File: src/rtl/fp_mult_arbiter_if.sv
// Requester and multiplier bus of the shared-multiplier arbiter.
// The slave modport is the arbiter; the master modport is the lane/multiplier side.
interface fp_mult_arbiter_if #(
   parameter int NUM_REQ = 4,
   parameter int DW      = 32
);
   logic [NUM_REQ-1:0]    reqValidIn;
   logic [NUM_REQ-1:0]    reqReadyOut;
   logic [NUM_REQ*DW-1:0] reqDataAIn;
   logic [NUM_REQ*DW-1:0] reqDataBIn;
   logic [DW-1:0]         multDataAOut;
   logic [DW-1:0]         multDataBOut;
   logic                  multValidOut;
   logic [DW-1:0]         multDataIn;
   logic [NUM_REQ-1:0]    respValidOut;
   logic [DW-1:0]         respDataOut;

   modport slave (
      input  reqValidIn, reqDataAIn, reqDataBIn, multDataIn,
      output reqReadyOut, multDataAOut, multDataBOut, multValidOut,
      output respValidOut, respDataOut
   );

   modport master (
      output reqValidIn, reqDataAIn, reqDataBIn, multDataIn,
      input  reqReadyOut, multDataAOut, multDataBOut, multValidOut,
      input  respValidOut, respDataOut
   );
endinterface

File: src/rtl/fp_mult_arbiter.sv
// Round-robin arbiter sharing one FP multiplier among NUM_REQ requesters; a tag pipeline routes
// each product back to its owner. FP_MULT_ARB_STATS_EN adds grant/busy statistics counters.
module fp_mult_arbiter #(
   parameter int NUM_REQ      = 4,
   parameter int FRAC_WIDTH   = 23,
   parameter int EXP_WIDTH    = 8,
   parameter int MULT_LATENCY = 1
) (
   input  logic clkIn,
   input  logic rstIn,
   input  logic enableIn,
   fp_mult_arbiter_if.slave bus,
   output logic busyOut
`ifdef FP_MULT_ARB_STATS_EN
   ,
   output logic [NUM_REQ*16-1:0] statsOut,
   output logic [31:0]           statsBusyCyc
`endif
);
   localparam int DW   = FRAC_WIDTH + EXP_WIDTH + 1;
   localparam int IDW  = $clog2(NUM_REQ);
   localparam int LAST = MULT_LATENCY;

   logic [IDW-1:0] rrPtr;
   logic [IDW-1:0] rrPtrNext;
   logic           grantValid;
   logic [IDW-1:0] grantId;
   logic           handshake;
   logic [DW-1:0]  grantDataA;
   logic [DW-1:0]  grantDataB;
   logic [LAST:0]  tagValid;
   logic [IDW-1:0] tagId [0:LAST];

   function automatic logic [IDW-1:0] wrapAdd(input logic [IDW-1:0] base, input int off);
      int sum;
      sum = int'(base) + off;
      if (sum >= NUM_REQ) sum = sum - NUM_REQ;
      return IDW'(sum);
   endfunction

   function automatic logic [NUM_REQ-1:0] oneHot(input logic [IDW-1:0] id);
      logic [NUM_REQ-1:0] vec;
      vec     = '0;
      vec[id] = 1'b1;
      return vec;
   endfunction

   // Scan downward so the candidate closest to rrPtr is the last (winning) assignment.
   always_comb begin
      grantValid = 1'b0;
      grantId    = '0;
      for (int k = NUM_REQ - 1; k >= 0; k--) begin
         if (bus.reqValidIn[wrapAdd(rrPtr, k)]) begin
            grantValid = 1'b1;
            grantId    = wrapAdd(rrPtr, k);
         end
      end
   end

   assign handshake       = grantValid & enableIn;
   assign bus.reqReadyOut = handshake ? oneHot(grantId) : '0;
   assign grantDataA      = bus.reqDataAIn[int'(grantId)*DW +: DW];
   assign grantDataB      = bus.reqDataBIn[int'(grantId)*DW +: DW];
   assign rrPtrNext       = (int'(grantId) == NUM_REQ - 1) ? '0 : grantId + 1'b1;

   always_ff @(posedge clkIn or posedge rstIn) begin
      if (rstIn) begin
         bus.multValidOut <= 1'b0;
         bus.multDataAOut <= '0;
         bus.multDataBOut <= '0;
         rrPtr            <= '0;
      end else begin
         bus.multValidOut <= handshake;
         if (handshake) begin
            bus.multDataAOut <= grantDataA;
            bus.multDataBOut <= grantDataB;
            rrPtr            <= rrPtrNext;
         end
      end
   end

   // Owner tags travel alongside the multiplier; the tail lines up with multDataIn.
   always_ff @(posedge clkIn or posedge rstIn) begin
      if (rstIn) begin
         tagValid <= '0;
         for (int s = 0; s <= LAST; s++) tagId[s] <= '0;
      end else begin
         tagValid[0] <= handshake;
         tagId[0]    <= grantId;
         for (int s = 1; s <= LAST; s++) begin
            tagValid[s] <= tagValid[s-1];
            tagId[s]    <= tagId[s-1];
         end
      end
   end

   assign bus.respValidOut = tagValid[LAST] ? oneHot(tagId[LAST]) : '0;
   assign bus.respDataOut  = bus.multDataIn;
   assign busyOut          = |tagValid;

`ifdef FP_MULT_ARB_STATS_EN
   for (genvar gi = 0; gi < NUM_REQ; gi++) begin : gStats
      logic [15:0] grantCnt;
      always_ff @(posedge clkIn or posedge rstIn) begin
         if (rstIn) begin
            grantCnt <= '0;
         end else if (handshake && grantId == IDW'(gi) && grantCnt != 16'hFFFF) begin
            grantCnt <= grantCnt + 16'd1;
         end
      end
      assign statsOut[gi*16 +: 16] = grantCnt;
   end

   always_ff @(posedge clkIn or posedge rstIn) begin
      if (rstIn) statsBusyCyc <= '0;
      else if (busyOut) statsBusyCyc <= statsBusyCyc + 32'd1;
   end
`endif
endmodule
File: src/flat_wrapper.sv
// flat-port wrapper written by rule: the top's interface ports become plain ports
module fp_mult_arbiter_flat 
#(
   parameter int NUM_REQ      = 4,
   parameter int FRAC_WIDTH   = 23,
   parameter int EXP_WIDTH    = 8,
   parameter int MULT_LATENCY = 1
)
  (clkIn, rstIn, enableIn, busyOut, bus_reqValidIn, bus_reqDataAIn, bus_reqDataBIn, bus_multDataIn, bus_reqReadyOut, bus_multDataAOut, bus_multDataBOut, bus_multValidOut, bus_respValidOut, bus_respDataOut);
  fp_mult_arbiter_if #(.NUM_REQ(NUM_REQ)) bus_i ();
  input  logic clkIn;
  input  logic rstIn;
  input  logic enableIn;
  output logic busyOut;
  input wire logic [$bits(bus_i.reqValidIn)-1:0] bus_reqValidIn;
  input wire logic [$bits(bus_i.reqDataAIn)-1:0] bus_reqDataAIn;
  input wire logic [$bits(bus_i.reqDataBIn)-1:0] bus_reqDataBIn;
  input wire logic [$bits(bus_i.multDataIn)-1:0] bus_multDataIn;
  output wire logic [$bits(bus_i.reqReadyOut)-1:0] bus_reqReadyOut;
  output wire logic [$bits(bus_i.multDataAOut)-1:0] bus_multDataAOut;
  output wire logic [$bits(bus_i.multDataBOut)-1:0] bus_multDataBOut;
  output wire logic [$bits(bus_i.multValidOut)-1:0] bus_multValidOut;
  output wire logic [$bits(bus_i.respValidOut)-1:0] bus_respValidOut;
  output wire logic [$bits(bus_i.respDataOut)-1:0] bus_respDataOut;
  assign bus_i.reqValidIn = bus_reqValidIn;
  assign bus_i.reqDataAIn = bus_reqDataAIn;
  assign bus_i.reqDataBIn = bus_reqDataBIn;
  assign bus_i.multDataIn = bus_multDataIn;
  assign bus_reqReadyOut = bus_i.reqReadyOut;
  assign bus_multDataAOut = bus_i.multDataAOut;
  assign bus_multDataBOut = bus_i.multDataBOut;
  assign bus_multValidOut = bus_i.multValidOut;
  assign bus_respValidOut = bus_i.respValidOut;
  assign bus_respDataOut = bus_i.respDataOut;
  fp_mult_arbiter #(.NUM_REQ(NUM_REQ), .FRAC_WIDTH(FRAC_WIDTH), .EXP_WIDTH(EXP_WIDTH), .MULT_LATENCY(MULT_LATENCY)) u_core (.clkIn(clkIn), .rstIn(rstIn), .enableIn(enableIn), .bus(bus_i), .busyOut(busyOut));
endmodule
File: config.mk
export PLATFORM = sky130hd
export DESIGN_NAME = fp_mult_arbiter_flat
export DESIGN_NICKNAME = d
export VERILOG_FILES = /design/src/rtl/fp_mult_arbiter_if.sv /design/src/rtl/fp_mult_arbiter.sv /design/src/flat_wrapper.sv
export SDC_FILE = /design/constraint.sdc
export NUM_CORES = 1
export LEC_CHECK = 0
export ABC_AREA = 0
export ABC_CLOCK_PERIOD_IN_PS = 6100
export CORE_AREA = 2 2 155 157
export DETAILED_ROUTE_END_ITERATION = 8
export DIE_AREA = 0 0 157 159
export MAX_ROUTING_LAYER = met4
export SETUP_SLACK_MARGIN = 0.5
export SLEW_MARGIN = 15
export SYNTH_ARGS = -nofsm -noshare
export SYNTH_HDL_FRONTEND = slang
export SYNTH_SLANG_ARGS = --single-unit
File: constraint.sdc
create_clock -name clkIn -period 6.1 [get_ports clkIn]
set_clock_uncertainty 0.15 [all_clocks]
set_input_delay 0.61 -clock clkIn [delete_from_list [all_inputs] [get_ports clkIn]]
set_output_delay 0.61 -clock clkIn [all_outputs]
set_load 0.01 [all_outputs]
==> impl_metrics.json <==
{
  "synthFlopType": "dfrtp_1",
  "seq_power_share_pct": 27.2,
  "firstDrtPassIters": 4,
  "min_period_over_period_pct": 60.2,
  "yosysTopAreaCell": "dfrtp_1",
  "pin_count": 401,
  "cts_buffers": 9,
  "power.internal_mw": 1.82,
  "grt_pass1_wl_mm": 31.9,
  "grt_usage_pct": 17.2,
  "cts_resized": 0,
  "die_y_um": 159,
  "path_max_fanout": 35,
  "synth.yosys.warnings": 0,
  "final_common_cell": "clkdlybuf4s50_1",
  "ys_seq_area_share_pct": 33.0,
  "grt_overflow_total": 0,
  "ys_seq_elements": 72,
  "fin_total_pwr_mw": 2.97,
  "leakage_nw": 3.49,
  "clkSinkCount": 72,
  "power_frac_comb_pct": 56.2,
  "ir_drop_v": 0.000306,
  "setup_violations": 0,
  "clk_pin_slew_worst_paths_ns": 0.05,
  "relSlewSlack_pct": 33.4,
  "outcome": "finished clean",
  "cts_tree": "yes",
  "syn_area_per_cell_um2": 10.7,
  "fin_util_pct": 39.1,
  "drv_slew": 0,
  "grt_max_degree": 73,
  "route.detailed.drc": 0,
  "synth_edf_count": 0,
  "via_per_inst": 4.57,
  "fp.dieW_um": 157,
  "grt_pass1_vias": 5305,
  "fillCellCount": 2324,
  "diodes": 0,
  "p_switching_mw": 1.15,
  "initial_core_util_pct": 23.5,
  "switching_share_pct": 38.8,
  "worstMarginPinSlew_ns": 0.999,
  "portBuffers": 336,
  "layout-drive-gt1-share_pct": 17.0,
  "hpwl_mm": 15.4,
  "yosysTopAreaCellShare_pct": 33.0,
  "gp_congestion": 0.807,
  "final-hold-violation-count": 0,
  "syn_to_final_growth_pct": 66.0,
  "cts_max_path_buffers": 2,
  "pwr-share-clk_pct": 16.6,
  "synthTopCellsByArea": "dfrtp_1, a221oi_2, mux2i_1",
  "arrival_ns": 2.91,
  "fin_nets": 1084,
  "worst-setup-path-type": "in -> out",
  "netlist_area_um2": 5460,
  "via_count": 5071,
  "wl_per_cell_um": 19.0,
  "worstPathRequired_ns": 5.34,
  "drtAntennaViolNets": 0,
  "cts_root_buf": "clkbuf_16",
  "clk_latency_ns": 0.33,
  "synthCells": 511,
  "endpoint_kind": "output pin",
  "cts_hold_buf": 0,
  "fin_crit_ns": 3.67,
  "syn_nets": 807,
  "antenna_found_initial": 0,
  "hp-class": "reg -> reg",
  "layout_common_cells": "clkdlybuf4s50_1, dfrtp_1, nor2_1, and2_1, mux2i_1",
  "power.density_nw_per_um2": 328,
  "routed_wl_mm": 21.1,
  "die_area_um2": 25000,
  "critPathLaunchType": "input pin",
  "synth_cell_types": 31,
  "drtIter0Drc": 209,
  "coreArea_um2": 23200,
  "postCtsSetupRepairBufs": 0,
  "finalSetupTns_ns": 0,
  "maxCapViolCount": 0,
  "num_rows": 56,
  "htreeDepth": 3,
  "rsz0062_at_grt": "no",
  "fmax_mhz": 272,
  "async_flop_share_pct": 100
}
## worst paths after layout
check                                              end  cells past startpoint               from  slack, ns
max                                 bus_reqReadyOut[0]                      7  bus_reqValidIn[0]       2.43
min                                    u_core.tagId[1]                      0    u_core.tagId[3]       0.20
max reg2reg                u_core.bus.multDataBOut[31]                      6    u_core.rrPtr[1]       3.45
min reg2reg                            u_core.tagId[1]                      0    u_core.tagId[3]       0.20
max in group asynchronous  u_core.bus.multDataBOut[16]                      3              rstIn       4.39
min in group asynchronous  u_core.bus.multDataAOut[15]                      3              rstIn       0.76
## sequential cells by signal, summed over array words and instances, names as in the netlist
| name | count |
|---|---|
| u_core.bus.multDataAOut | 32 |
| u_core.bus.multDataBOut | 32 |
| u_core.tagValid | 2 |
| u_core.rrPtr | 2 |
| u_core.tagId | 4 |
## routing by layer
metal  vias to the layer above  global-route usage, %  part of all wire, %
met3                        27                   3.18                  6.3
met2                       195                   28.2                   49
met4                         0                   5.55                  2.0
li1                       2426                      -                    -
met5                         -                      -                    0
met1                      2423                   21.2                   43
## synthesized netlist by cell type (3+ instances only)
cell,n
inv_1,3
mux2i_1,65
buf_4,39
a221oi_2,50
nand2_1,6
dfrtp_1,72
buf_6,7
buf_2,19
a211oi_1,14
a211oi_2,50
a221oi_1,14
and2_1,67
nor2_1,69
clkbuf_1,16
## cells by family after synthesis
family          Yosys count  share of synthesized area [%]
simple gates            153                           14.2
compound gates          134                           30.7
mux                      65                           11.9
fa+ha+maj                 1                          0.229
flops                    72                           33.0
buf+inv                  86                           9.99
## power groups by stage
| stage | Combinational [mW] | Sequential [mW] | Clock, mW |
|---|---|---|---|
| 2_1_floorplan | 0.866 | 0.885 | 0 |
| 3_3_place_gp | 1.68 | 0.810 | 0 |
| 3_5_place_dp | 1.69 | 0.814 | 0 |
| 4_1_cts | 1.70 | 0.811 | 0.514 |
| 5_1_grt | 1.79 | 0.836 | 0.532 |
| 6_report | 1.67 | 0.809 | 0.493 |
## critical path: stages
cell and delay (ns):
clkdlybuf4s50_1 0.57, nand2_1 0.10, a311oi_2 0.49, o21ai_4 0.10, buf_4 0.31, nor2_1 0.16, clkdlybuf4s50_1 0.56
## per-stage QoR
stage	worst slack, ns	cell area, um^2	std cells	hold WS (ns)
final	2.43	9060	1109	0.198
after global routing	2.29	9060	1109	0.205
after CTS	2.41	9060	1109	0.200
after detailed placement	2.42	8800	1096	0.187
after global placement	2.40	8800	1096	0.183
after floorplan	3.52	5460	511	0.181
## area by class of cell
cell class	count	area, um^2	share of cell area [%]
flip-flops and latches	72	1800	19.9
clock buffers	12	256	2.83
multi-input cells	353	3140	34.6
well taps	319	399	4.40
clock inverters	1	5.00	0.0552
inverters	5	20.0	0.221
repair buffers	347	3450	38.0
Note: power is estimated with default switching activity, not from simulation.
